**src/rtl/button_event_arbiter_pkg.sv**
```systemverilog
`default_nettype none
// +----------------------------------------------------------------------------+
// | Module      : button_event_arbiter_pkg                                     |
// | Description : Shared defaults and a round-robin index helper for the      |
// |               button event arbiter and its event queue.                    |
// | Revision    : 1.0 - initial release                                        |
// +----------------------------------------------------------------------------+
package button_event_arbiter_pkg;

  // Default number of debounced button channels
  localparam int DEF_N_BTN      = 4;
  // Default event queue depth (power of two, at least 2)
  localparam int DEF_FIFO_DEPTH = 4;
  // Width of the saturating drop counter
  localparam int DROP_W         = 8;

  // Channel index reached by stepping 'step' places past 'base', wrapping at 'modulo'
  function automatic int rr_index(input int base, input int step, input int modulo);
    return (base + step) % modulo;
  endfunction

endpackage
`default_nettype wire

```
**src/rtl/event_fifo.sv**
```systemverilog
`default_nettype none
// +----------------------------------------------------------------------------+
// | Module      : event_fifo                                                   |
// | Description : Small circular queue of button indices. Full/empty come     |
// |               from the registered count only, so a same-cycle pop never   |
// |               opens room for a same-cycle push when full.                  |
// | Revision    : 1.0 - initial release                                        |
// +----------------------------------------------------------------------------+
module event_fifo
  import button_event_arbiter_pkg::*;
#(
  parameter int DEPTH  = DEF_FIFO_DEPTH,
  parameter int DATA_W = 2
) (
  input  logic                       clk,
  input  logic                       rst,
  input  logic                       push,
  input  logic [DATA_W-1:0]          push_data,
  input  logic                       pop,
  output logic [DATA_W-1:0]          head,
  output logic [$clog2(DEPTH+1)-1:0] count,
  output logic                       full,
  output logic                       empty
);

  localparam int PTR_W = $clog2(DEPTH);
  localparam int CNT_W = $clog2(DEPTH+1);

  logic [DATA_W-1:0] mem_q [DEPTH];
  logic [PTR_W-1:0]  wr_ptr_q;
  logic [PTR_W-1:0]  rd_ptr_q;
  logic [CNT_W-1:0]  count_q;
  logic              do_push;
  logic              do_pop;

  assign full    = (count_q == CNT_W'(DEPTH));
  assign empty   = (count_q == '0);
  assign do_push = push && !full;
  assign do_pop  = pop && !empty;
  assign count   = count_q;
  // An empty queue presents index 0 rather than stale storage
  assign head    = empty ? '0 : mem_q[rd_ptr_q];

  // Pointer and occupancy bookkeeping; pointers wrap naturally (power-of-two depth)
  always_ff @(posedge clk) begin
    if (rst) begin
      wr_ptr_q <= '0;
      rd_ptr_q <= '0;
      count_q  <= '0;
    end else begin
      if (do_push) wr_ptr_q <= wr_ptr_q + PTR_W'(1);
      if (do_pop)  rd_ptr_q <= rd_ptr_q + PTR_W'(1);
      case ({do_push, do_pop})
        2'b10:   count_q <= count_q + CNT_W'(1);
        2'b01:   count_q <= count_q - CNT_W'(1);
        default: count_q <= count_q;
      endcase
    end
  end

  // Storage array; contents are don't-care until written, so no reset
  always_ff @(posedge clk) begin
    if (do_push) mem_q[wr_ptr_q] <= push_data;
  end

endmodule
`default_nettype wire

```
**src/rtl/button_event_arbiter.sv**
```systemverilog
`default_nettype none
// +----------------------------------------------------------------------------+
// | Module      : button_event_arbiter                                         |
// | Description : Latches debounced button pulses into per-button pending     |
// |               flags, round-robin grants one flag per cycle into an event  |
// |               queue, and counts re-pulses that coalesce into an already   |
// |               pending flag.                                                |
// | Revision    : 1.0 - initial release                                        |
// +----------------------------------------------------------------------------+
module button_event_arbiter
  import button_event_arbiter_pkg::*;
#(
  parameter int N_BTN      = DEF_N_BTN,
  parameter int FIFO_DEPTH = DEF_FIFO_DEPTH,
  parameter int ID_W       = $clog2(N_BTN)
) (
  input  logic              clk,
  input  logic              rst,
  input  logic [N_BTN-1:0]  btn_pulse,
  output logic              evt_valid,
  output logic [ID_W-1:0]   evt_id,
  input  logic              evt_ready,
  output logic [N_BTN-1:0]  pending,
  output logic [DROP_W-1:0] drop_cnt
);

  localparam int CNT_W = $clog2(FIFO_DEPTH+1);

  logic [N_BTN-1:0]  pending_q,    pending_d;
  logic [ID_W-1:0]   last_grant_q, last_grant_d;
  logic [DROP_W-1:0] drop_cnt_q,   drop_cnt_d;

  logic              grant_vld;
  logic [ID_W-1:0]   grant_id;
  logic [ID_W-1:0]   rr_idx;
  logic [N_BTN-1:0]  grant_mask;
  logic [N_BTN-1:0]  coalesce;
  logic [DROP_W:0]   n_drop;
  logic [DROP_W:0]   drop_sum;

  logic [CNT_W-1:0]  fifo_count;
  logic [ID_W-1:0]   fifo_head;
  logic              fifo_full;
  logic              unused_fifo_empty;
  logic              fifo_pop;

  // Round-robin search starting one past the last granted channel; nothing is granted while the queue is full
  always_comb begin
    grant_vld = 1'b0;
    grant_id  = '0;
    rr_idx    = '0;
    if (!fifo_full) begin
      for (int k = 1; k <= N_BTN; k++) begin
        rr_idx = ID_W'(rr_index(int'(last_grant_q), k, N_BTN));
        if (!grant_vld && pending_q[rr_idx]) begin
          grant_vld = 1'b1;
          grant_id  = rr_idx;
        end
      end
    end
  end

  // Pending update: a grant clears its flag, but a pulse in the same cycle re-arms it as a fresh event
  always_comb begin
    grant_mask = '0;
    for (int i = 0; i < N_BTN; i++) begin
      grant_mask[i] = grant_vld && (grant_id == ID_W'(i));
    end
    coalesce     = btn_pulse & pending_q & ~grant_mask;
    pending_d    = (pending_q & ~grant_mask) | btn_pulse;
    last_grant_d = grant_vld ? grant_id : last_grant_q;
  end

  // Every coalesced pulse is one lost event; the counter sticks at its maximum
  always_comb begin
    n_drop = '0;
    for (int i = 0; i < N_BTN; i++) begin
      n_drop = n_drop + {{DROP_W{1'b0}}, coalesce[i]};
    end
    drop_sum   = {1'b0, drop_cnt_q} + n_drop;
    drop_cnt_d = drop_sum[DROP_W] ? '1 : drop_sum[DROP_W-1:0];
  end

  // Arbiter state; reset leaves button 0 first in line
  always_ff @(posedge clk) begin
    if (rst) begin
      pending_q    <= '0;
      last_grant_q <= ID_W'(N_BTN-1);
      drop_cnt_q   <= '0;
    end else begin
      pending_q    <= pending_d;
      last_grant_q <= last_grant_d;
      drop_cnt_q   <= drop_cnt_d;
    end
  end

  assign fifo_pop = evt_valid && evt_ready;

  event_fifo #(
    .DEPTH  (FIFO_DEPTH),
    .DATA_W (ID_W)
  ) u_event_fifo (
    .clk       (clk),
    .rst       (rst),
    .push      (grant_vld),
    .push_data (grant_id),
    .pop       (fifo_pop),
    .head      (fifo_head),
    .count     (fifo_count),
    .full      (fifo_full),
    .empty     (unused_fifo_empty)
  );

  // Outputs come straight from registered state, so btn_pulse never reaches evt_valid combinationally
  assign evt_valid = (fifo_count != '0);
  assign evt_id    = fifo_head;
  assign pending   = pending_q;
  assign drop_cnt  = drop_cnt_q;

endmodule
`default_nettype wire

```
**config.mk**
```make
export PLATFORM = sky130hd
export DESIGN_NAME = button_event_arbiter
export DESIGN_NICKNAME = d
export VERILOG_FILES = /design/src/rtl/button_event_arbiter_pkg.sv /design/src/rtl/event_fifo.sv /design/src/rtl/button_event_arbiter.sv
export SDC_FILE = /design/constraint.sdc
export NUM_CORES = 1
export LEC_CHECK = 0
export BUFFER_PORTS_ARGS = -buffer_cell sky130_fd_sc_hd__buf_2
export CAP_MARGIN = 30
export CORE_ASPECT_RATIO = 0.75
export CORE_UTILIZATION = 60
export DETAILED_ROUTE_END_ITERATION = 16
export GPL_ROUTABILITY_DRIVEN = 0
export GPL_TIMING_DRIVEN = 0
export PLACE_DENSITY = 0.92
export SETUP_SLACK_MARGIN = 0.2
export SYNTH_ARGS = -nofsm -noshare
export SYNTH_HDL_FRONTEND = slang
export SYNTH_SLANG_ARGS = --single-unit
```
**constraint.sdc**
```tcl
create_clock -name clk -period 7.9 [get_ports clk]
set_clock_uncertainty 0.1 [all_clocks]
set_input_delay 1.58 -clock clk [delete_from_list [all_inputs] [get_ports clk]]
set_output_delay 1.58 -clock clk [all_outputs]
set_load 0.01 [all_outputs]
```
==> flow_summary.json <==
{
  "status": "complete, no violations",
  "postLayoutCoreUtil_pct": 75.3,
  "power_uw": 617,
  "ir_drop_uv": 183,
  "grt_pass1_vias": 1135,
  "p_clk_share_pct": 19.4,
  "cts_num_sinks": 31,
  "h-tree-depth": 2,
  "synth.distinct_cells": 42,
  "synth_commonest_cells": "dfxtp_1, nor2_1, inv_1, a21oi_1",
  "postCtsHoldBufs": 0,
  "swShare_pct": 36.7,
  "power_frac_seq_pct": 41.1,
  "synth-edff-count": 8,
  "timing.setup.tns_ps": 0,
  "finalWorstSetupSlack_ps": 4090,
  "internal_power_uw": 391,
  "r2r_cells": 13,
  "rows": 15,
  "cp.arrival_ps": 3910,
  "p_per_area_nw_per_um2": 341,
  "netlist_instances": 157,
  "yosysSeqAreaShare_pct": 44.2,
  "grt_max_degree": 11,
  "antennaDiodeCount": 0,
  "io_buffers": 21,
  "drt_iter0_markers": 83,
  "p_sw_uw": 226,
  "die_width_um": 61.4,
  "cp-end-kind": "flip-flop",
  "yosys.cell_count.top_type": "dfxtp_1",
  "worstPathRequired_ps": 8000,
  "avgViaCountPerCell": 5.43,
  "ff2ff_setup_slack_ps": 4090,
  "slew_viol_final": 0,
  "synthArstFlopShare_pct": 0,
  "max_cap_violations": 0,
  "die_area_sq_um": 2850,
  "root_buffer": "clkbuf_4",
  "holdPathEnd": "u_event_fifo.count[2]",
  "r2r-end": "drop_cnt[5]",
  "grt_usage_pct": 25.7,
  "worst_pin_slew_ps": 506,
  "max_freq_mhz": 263,
  "min-delay-start": "u_event_fifo.count[2]",
  "ctsLongestPathBuffers": 2,
  "core_sq_um": 2400,
  "drc_errors": 0,
  "syn2layout_area_growth_pct": 14.1,
  "ant_nets": 0,
  "start_util_pct": 66.0,
  "path_clk_slew_ps": 100,
  "insertion_delay_ps": 330,
  "synthesis.area_sq_um": 1590,
  "yosys_warnings": 0,
  "route.detailed.wl_per_inst_um": 13.8,
  "yosysTopAreaCellShare_pct": 29.0,
  "fillCellCount": 171,
  "drive_gt1_share_pct": 21.5,
  "post-cts-setup-buffers": 0,
  "worstSetupPathType": "reg2reg",
  "synth_nets": 174,
  "leakage_nw": 0.745,
  "overflow": 0,
  "place_ws_ps": 3790,
  "synthFlopType": "dfxtp_1",
  "rsz0062_at_grt": "false",
  "min-delay-path-class": "reg2reg",
  "io_pins": 22,
  "power.share.combinational_pct": 39.5,
  "drt_first_pass_iters": 4,
  "via_count": 1194,
  "crit_fanout": 9,
  "fp.dieH_um": 46.5,
  "hpwlAfterDp_mm": 2.33,
  "finalCriticalPeriod_ps": 3810,
  "regToRegStartpoint": "pending[0]",
  "setup_viol": 0,
  "nets": 202,
  "avgSynthCellArea_sq_um": 10.1,
  "period_share_pct": 48.2,
  "hold_viol": 0,
  "netlist_top_cells_area": "dfxtp_1, edfxtp_1, fa_1",
  "antenna_found_initial": 0,
  "postCtsResizedCells": 0,
  "cp-start-kind": "flip-flop",
  "wirelength_mm": 3.04,
  "hold_depth": 2,
  "synth.largest_area_cell": "dfxtp_1",
  "hold_ws_ps": 431,
  "cts_tree": "yes",
  "cts_buffers": 5,
  "grt_pass1_wl_mm": 5.01,
  "relSlewSlack_pct": 66.3,
  "ys_seq_elements": 31
}
-- power groups by stage --
| stage | Clock [mW] | Sequential [mW] | Combinational (mW) |
|---|---|---|---|
| 3_5_place_dp | 0 | 0.257 | 0.243 |
| 5_1_grt | 0.127 | 0.261 | 0.273 |
| 2_1_floorplan | 0 | 0.252 | 0.182 |
| 4_1_cts | 0.121 | 0.254 | 0.245 |
| 6_report | 0.120 | 0.253 | 0.244 |
| 3_3_place_gp | 0 | 0.253 | 0.229 |
-- cells by family (layout without fill, tap and decap cells) --
family,count (synthesis),in the layout,share of synthesized area [%]
fa+ha+maj,10,10,9.79
buf+inv,18,47,4.74
flops,31,31,44.2
compound gates,30,30,14.0
xor+xnor,9,9,4.97
mux,4,4,4.10
simple gates,55,55,18.2
-- cells in the final DEF (no fill, tap or decap), drive strengths merged, types with 4 or more instances in the layout --
| master | instances |
|---|---|
| ha | 6 |
| inv | 14 |
| dfxtp | 23 |
| a21oi | 13 |
| and2 | 8 |
| nor2 | 20 |
| buf | 22 |
| xnor2 | 5 |
| edfxtp | 8 |
| nand2 | 6 |
| clkbuf | 8 |
| fa | 4 |
| xor2 | 4 |
| o21ai | 4 |
-- cell type report --
type / count / area [sq um] / area share [%]
plain buffers: 4 / 20.0 / 1.11
clock buffers: 5 / 37.5 / 2.07
clock inverters: 3 / 38.8 / 2.14
inverters: 14 / 55.1 / 3.04
multi-input cells: 108 / 810 / 44.7
flip-flops and latches: 31 / 701 / 38.7
well taps: 34 / 42.5 / 2.35
repair buffers: 21 / 105 / 5.81
-- routing by layer --
layer / global-route usage [%] / wire length (um)
met1: 30.0 / 1290
met2: 45.7 / 1560
met3: 9.27 / 191
met4: 5.33 / 0
met5: 0 / 0
-- worst max-delay path by stage --
stage	start	slack, ps	depth (start not counted)	endpoint
6_report	pending[0]	4090	13	drop_cnt[5]
5_1_grt	pending[0]	3840	13	drop_cnt[5]
4_1_cts	pending[0]	4090	13	drop_cnt[5]
3_5_place_dp	btn_pulse[0]	3790	10	drop_cnt[5]
3_3_place_gp	btn_pulse[0]	3870	10	drop_cnt[1]
2_1_floorplan	btn_pulse[0]	4120	9	drop_cnt[0]
-- per-stage QoR --
stage,cells,cell area [sq um]
floorplan,157,1590
global placement,212,1730
detailed placement,212,1730
CTS,220,1810
global route,220,1810
finish,220,1810
-- state kept, by name (all words and copies together), names as in the netlist, named ones only --
register	count
u_event_fifo.wr_ptr_q	2
drop_cnt	8
u_event_fifo.rd_ptr_q	2
u_event_fifo.mem_q	8
last_grant_q	2
pending	4
u_event_fifo.count	3
-- critical path, cell delays in order (launching register included) --
cell,delay [ps]
dfxtp_1,470
or3b_1,390
a21oi_2,200
o311ai_4,190
inv_4,140
o311ai_1,150
fa_1,530
inv_1,50
fa_1,460
fa_1,430
nand3_1,180
nor2_1,90
nand3_1,210
a21oi_1,110
Power figures use the tool's default switching activity.
